==> src/rtl/sha256_mem_host.sv <==
// Word memory and job sequencer for the SHA-256 engine: loads a message from the host stream,
// runs the engine, times it, and streams the eight hash words back to the host.
//
// state   | meaning
// IDLE    | waiting for the first message word
// LOAD    | accepting the remaining message words
// START   | one-cycle engine start pulse, run counter cleared to 1
// WAIT_LO | waiting for the engine to drop done
// WAIT_HI | waiting for the engine to raise done
// DRAIN   | streaming hash words h0..h7 to the host
module sha256_mem_host #(
   parameter int DEPTH     = 64,
   parameter int MSG_WORDS = 20,
   parameter int MSG_ADDR  = 0,
   parameter int OUT_ADDR  = 32
) (
   input  logic        clk,
   input  logic        reset_n,
   input  logic        in_valid,
   output logic        in_ready,
   input  logic [31:0] in_data,
   output logic        out_valid,
   input  logic        out_ready,
   output logic [31:0] out_data,
   output logic        out_last,
   output logic        busy,
   output logic        err,
   output logic [31:0] run_cycles,
   output logic        eng_start,
   input  logic        eng_done,
   output logic [15:0] eng_message_addr,
   output logic [15:0] eng_output_addr,
   input  logic        mem_we,
   input  logic [15:0] mem_addr,
   input  logic [31:0] mem_write_data,
   output logic [31:0] mem_read_data
);
   localparam int AW = $clog2(DEPTH);
   localparam int CW = $clog2(MSG_WORDS + 1);

   typedef enum logic [2:0] {
      S_IDLE, S_LOAD, S_START, S_WAIT_LO, S_WAIT_HI, S_DRAIN
   } state_t;

   state_t        state, state_nxt;
   logic [31:0]   mem [DEPTH];
   logic [CW-1:0] word_cnt;
   logic [2:0]    hash_idx;
   logic [2:0]    rd_idx;
   logic [31:0]   run_cnt;
   logic          a_in_range, a_wr, b_wr, in_fire, last_word, out_fire;
   logic [AW-1:0] a_idx, b_widx, b_ridx;

   assign eng_message_addr = 16'(MSG_ADDR);
   assign eng_output_addr  = 16'(OUT_ADDR);
   assign in_ready  = (state == S_IDLE) || (state == S_LOAD);
   assign eng_start = (state == S_START);
   assign busy      = (state != S_IDLE);

   assign in_fire    = in_valid && in_ready;
   assign last_word  = (word_cnt == CW'(MSG_WORDS - 1));
   assign out_fire   = out_valid && out_ready;
   assign a_in_range = (mem_addr < 16'(DEPTH));
   assign a_idx      = mem_addr[AW-1:0];
   assign a_wr       = mem_we && a_in_range;
   assign b_widx     = AW'(MSG_ADDR) + AW'(word_cnt);
   // engine write has priority over a host load to the same word
   assign b_wr       = in_fire && !(a_wr && (a_idx == b_widx));
   // while a word is being presented, prefetch the next one so handshakes run back to back
   assign rd_idx     = hash_idx + {2'b00, out_valid};
   assign b_ridx     = AW'(OUT_ADDR) + AW'(rd_idx);

   always_ff @(posedge clk) begin
      if (a_wr) mem[a_idx] <= mem_write_data;
      if (b_wr) mem[b_widx] <= in_data;
   end

   always_ff @(posedge clk or negedge reset_n) begin
      if (!reset_n) begin
         mem_read_data <= '0;
         err           <= 1'b0;
      end else begin
         mem_read_data <= a_in_range ? mem[a_idx] : '0;
         if (!a_in_range) err <= 1'b1;
      end
   end

   always_ff @(posedge clk or negedge reset_n) begin
      if (!reset_n) begin
         state      <= S_IDLE;
         word_cnt   <= '0;
         hash_idx   <= '0;
         run_cnt    <= '0;
         run_cycles <= '0;
         out_valid  <= 1'b0;
         out_last   <= 1'b0;
         out_data   <= '0;
      end else begin
         state <= state_nxt;
         if (in_fire) word_cnt <= last_word ? '0 : word_cnt + CW'(1);
         case (state)
            S_START:   run_cnt <= 32'd1;
            S_WAIT_LO: run_cnt <= (run_cnt == '1) ? run_cnt : run_cnt + 32'd1;
            S_WAIT_HI: begin
               if (eng_done) begin
                  run_cycles <= run_cnt;
                  hash_idx   <= '0;
               end else begin
                  run_cnt <= (run_cnt == '1) ? run_cnt : run_cnt + 32'd1;
               end
            end
            S_DRAIN: begin
               if (!out_valid) begin
                  out_data  <= mem[b_ridx];
                  out_valid <= 1'b1;
                  out_last  <= (hash_idx == 3'd7);
               end else if (out_ready) begin
                  if (hash_idx == 3'd7) begin
                     out_valid <= 1'b0;
                     out_last  <= 1'b0;
                  end else begin
                     hash_idx <= hash_idx + 3'd1;
                     out_data <= mem[b_ridx];
                     out_last <= (hash_idx == 3'd6);
                  end
               end
            end
            default: ;
         endcase
      end
   end

   always_comb begin
      state_nxt = state;
      case (state)
         S_IDLE, S_LOAD: if (in_fire) state_nxt = last_word ? S_START : S_LOAD;
         S_START:        state_nxt = S_WAIT_LO;
         S_WAIT_LO:      if (!eng_done) state_nxt = S_WAIT_HI;
         S_WAIT_HI:      if (eng_done) state_nxt = S_DRAIN;
         S_DRAIN:        if (out_fire && (hash_idx == 3'd7)) state_nxt = S_IDLE;
         default:        state_nxt = S_IDLE;
      endcase
   end
endmodule
==> config.mk <==
export PLATFORM = sky130hd
export DESIGN_NAME = sha256_mem_host
export DESIGN_NICKNAME = d
export VERILOG_FILES = /design/src/rtl/sha256_mem_host.sv
export SDC_FILE = /design/constraint.sdc
export NUM_CORES = 2
export LEC_CHECK = 0
export BUFFER_PORTS_ARGS = -buffer_cell sky130_fd_sc_hd__buf_2
export CELL_PAD_IN_SITES_DETAIL_PLACEMENT = 1
export CELL_PAD_IN_SITES_GLOBAL_PLACEMENT = 1
export CORE_MARGIN = 10
export CORE_UTILIZATION = 44
export DETAILED_ROUTE_END_ITERATION = 10
export PLACE_DENSITY = 0.76
export SKIP_CTS_REPAIR_TIMING = 1
export SLEW_MARGIN = 20
export SYNTH_ARGS = -nofsm -noshare
export SYNTH_HDL_FRONTEND = slang
export SYNTH_SLANG_ARGS = --single-unit
==> constraint.sdc <==
create_clock -name clk -period 10.4 [get_ports clk]
set_input_delay 0.52 -clock clk [delete_from_list [all_inputs] [get_ports clk]]
set_output_delay 0.52 -clock clk [all_outputs]
set_load 0.01 [all_outputs]
Yosys cells after proc, flatten, opt, wreduce, memory -nomap -nowiden. Memories as Yosys holds them, arrays and structs flattened. Cells that the tools add are included.

$add $sub $neg: 5. Equal/unequal tests: 20. Multiplexer cells: 29. Reductions and logical operators: 19. Order comparisons: 1.

Operators by type and width (number): two-way mux 32 bit (6); case mux 32 bit (3 select lines) (1); adder 32 x 1 -> 32 bit, second input constant (1); == test 32 bit, second input constant (1); two-way mux 3 bit (8); inequality test 2 bit, second input constant (9); less-than comparator 16 x 7 -> 1 bit, second input constant (1); case mux 3 bit (5 select lines) (1); == test 3 bit, second input constant (4); two-way mux 1 bit (10); adder 6 x 3 -> 6 bit, first input constant (1); == test 3 x 2 -> 1 bit, second input constant (2); == test 6 x 5 -> 1 bit (1); logical AND 1 bit (6); case mux 3 bit (2 select lines) (1); AND reduction 2 bit (3); nonzero test 3 bit (2); adder 5 x 1 -> 5 bit, second input constant (1); == test 5 bit, second input constant (1); two-way mux 5 bit (1); AND reduction 5 bit (1); AND reduction 4 bit (1); adder 3 x 1 -> 3 bit (1); adder 3 x 1 -> 3 bit, second input constant (1); 9 further kinds (9).

Memories kept: 1. RAM bits: 2048. Output and inout port bits: 134. Register bits: 142.

Memory list: mem (words 64, width 32, read ports 2, clocked after memory_dff 0, write ports 2, RTL line 46) `logic [31:0] mem [DEPTH];`.

Longest topological paths before layout.
Depth after elaboration: 7. Depth in mapped cells: 11. Gate-level depth less buffers: 8.

Least setup slack after synthesis. No wires, ideal clock.

Kind: in2reg. Start: in mem_addr[1]. End: mem mem[1][0], enable pin. Stages: 7. Library setup time: 0.466 ns. Arrival: 4.238 ns. Slack: 5.697 ns. Cell sequence: buf_2 buf_2 buf_2 nor3b_2 clkbuf_1 nand2_1 o21ai_0.

RTL lines: from (decl) (RTL line 34) `input logic [15:0] mem_addr,`; to (decl) (RTL line 46).

==> run metrics <==
All-Layer GR Usage=29.5%; crit path buf inv count=5; status=finished clean; pre-CTS WS=5030 ps; die area=about 0.25 mm^2; worst setup path category=input pin to register; I/O Pins=220; register area=0.0651 mm^2; number of flops mapped to enable cells by yosys=around 2000; dominant cells by area after synthesis=edfxtp_1 62%, mux2_2 13%, mux2i_1 3.9%; first-pass GRT wire length=521000 um; HPWL Detailed=214000 um; H-tree Lvls=4; cells along the critical path=buf_8, buf_4, inv_4, nor2_2, buf_4, nand2_1, o21ai_4, buf_4; # Max-Cap Violations=0; clk_skew=34.6 ps; CTS tree=yes; pwr dens=191 mW/mm^2; area leader, netlist=edfxtp_1; delay-heaviest family, CP=buffers and inverters; DR vias/cell=6.85; Crit. End Element=register; Routed Antenna Nets=0; Synth Flop Type=edfxtp_1; die width=497 um; critical path launch point type=input pin; iteration-0 DRC count of the detailed router=10100; synthesized area=0.100 mm^2; Area Overhead vs Synth=11.6%; Final nets=about 6400; largest net degree at the start of global routing=104; row cnt=around 170; Fmax=219 MHz; Num CTS Buffers=223; TritonRoute pass-1 iters=9; Avg Inst Size Synth=15.8 um^2; Final Cycle Share=44.0%; FILL cells=~21000; routed vias=between 60000 and 70000; Remaining Overflow, GRT=0; Yosys reg bits=between 2000 and 2500; Slew @ Worst Pin=1200 ps; port bufs=187; commonest non-fill, non-tap cell in the layout=edfxtp_1; Pleak=36.7 nW; largest buffer count on any clock path=3; Hold Path Class=input pin to register; Max-slew headroom=19.2%; cell count after synthesis=6320; initial antenna violation count=41; Worst path max stage delay=940 ps; vias in the first global route=66500; crit path DAT=5140 ps; clk sink count=2190; CP most frequent cell=buf_4; yosys warns=0; total wire length=374000 um; fraction of registers with async set/reset=6.48%; Netlist cell types=86; initial core utilization=44.3%; commonest cells after routing, fill and taps aside=2048 x edfxtp_1, 1181 x mux2_2, 388 x mux2i_1; worst skew pair latency=900 ps; share of layout cells above drive strength 1=33.9%; Wirelength per Cell=39.3 um; peak fanout along the critical path=72; clk root buf=clkbuf_16; worst endpoint required time=10970 ps; setup_tns=0 ps; Core Region=0.226 mm^2; area of the multi-input gates=0.0329 mm^2; area share of the largest cell type after synthesis=between 60% and 70%; DRC=0; fin. max-slew vios=0; unrepaired setup endpoints after global routing=false; Die H=about 500 um; final setup violation count=0; Tmin final=~4600 ps; CP max stage cell=o21ai_4; Fin. Hold Viols=0; Worst-path clk slew=60 ps; final worst slack=~5800 ps; Seq/Total Area, Yosys=65.1%; RD Place Congestion=0.886; maximum VDD drop=0.000212 V
==> flip-flops by register name (all words and copies together), names as in the netlist, 3 cells and up <==
| register | flops |
|---|---|
| word_cnt | 5 |
| state | 3 |
| mem | 2048 |
| run_cnt | 32 |
| run_cycles | 32 |
| mem_read_data | 32 |
| out_data | 32 |
| hash_idx | 3 |
==> Yosys cell counts, types with 10 or more instances <==
master,number
edfxtp_1,2048
mux2_2,1181
mux2i_1,388
clkbuf_1,372
a21oi_1,237
nor2_1,191
buf_2,185
mux4_2,163
a221oi_1,159
o21ai_0,151
a22oi_1,147
nand2_1,146
dfrtp_1,142
o22ai_1,124
a31oi_1,64
buf_4,63
nand3_1,46
buf_1,39
a221o_1,35
a22o_1,29
mux2_1,26
a211oi_1,21
xnor2_1,19
o2bb2ai_1,18
and3_1,15
nor3_1,15
o22a_1,15
nand2b_1,14
a222oi_1,13
nand3b_1,12
nor2_4,12
nor2b_1,12
inv_1,11
nand4_1,11
a2111oi_0,10
o211ai_1,10
==> worst register-to-register path, delay by kind of cell, from the launching register on <==
kind,cells,cell delay [ps]
compound gates,2,1200
flops,1,540
buf+inv,1,600
simple gates,3,1790
==> report_power, final <==
group	total [mW]	leakage, nW	switching [mW]	internal [mW]
combinational	3.34	13.0	2.11	1.22
sequential	10.1	20.3	0.139	10.0
clock	7.86	3.38	3.56	4.30
==> final timing paths <==
path / from / endpoint / slack (ps) / depth (start not counted)
max: mem_addr[2] / mem[7][29] / 5830 / 8
min: mem_write_data[22] / mem[39][22] / 40 / 1
max reg2reg: state[2] / mem[6][25] / 5860 / 6
min reg2reg: run_cycles[24] / run_cycles[24] / 490 / 2
max in group asynchronous: reset_n / mem_read_data[0] / 8730 / 4
min in group asynchronous: reset_n / run_cycles[14] / 80 / 2
==> logic make-up after synthesis <==
kind of cell,share of synthesized area (%)
and+or+nand+nor,2.71
buffers and inverters,3.09
xor gates and xnor gates,0.237
muxes,21.2
AOI/OAI and AO/OA,7.65
DFF,65.1
adders and majority gates,0.0876
other,0.00751
==> stage by stage <==
step | hold WS (ps) | instance area, um^2 | std cells | util (%) | total power, mW
3_3_place_gp | 465 | 104000 | 9085 | 46.3 | 13.5
6_report | 35.6 | 112000 | 9524 | 49.5 | 21.3
3_5_place_dp | 478 | 105000 | 9086 | 46.3 | 13.6
2_1_floorplan | 224 | 100000 | 6350 | - | 12.3
5_1_grt | 34.5 | 112000 | 9508 | 49.4 | 21.9
4_1_cts | -216 | 111000 | 9501 | 49.4 | 21.3
==> layout make-up <==
type,instances,area share (%)
diodes,20,0.0449
clock buffers,296,5.40
clock inverters,119,0.823
inverters,12,0.0493
multi-input cells,3480,29.5
flip-flops and latches,2190,58.3
well taps,2992,3.36
repair buffers,415,2.54
==> layer usage <==
metal	up-vias	GRT usage, %	part of all wire (%)
met5	-	0	0.080
met4	44	15.9	5.9
met3	1137	9.57	14
met2	5037	45.1	45
met1	33800	37.4	35
li1	25200	-	-
Power figures use the tool's default switching activity.
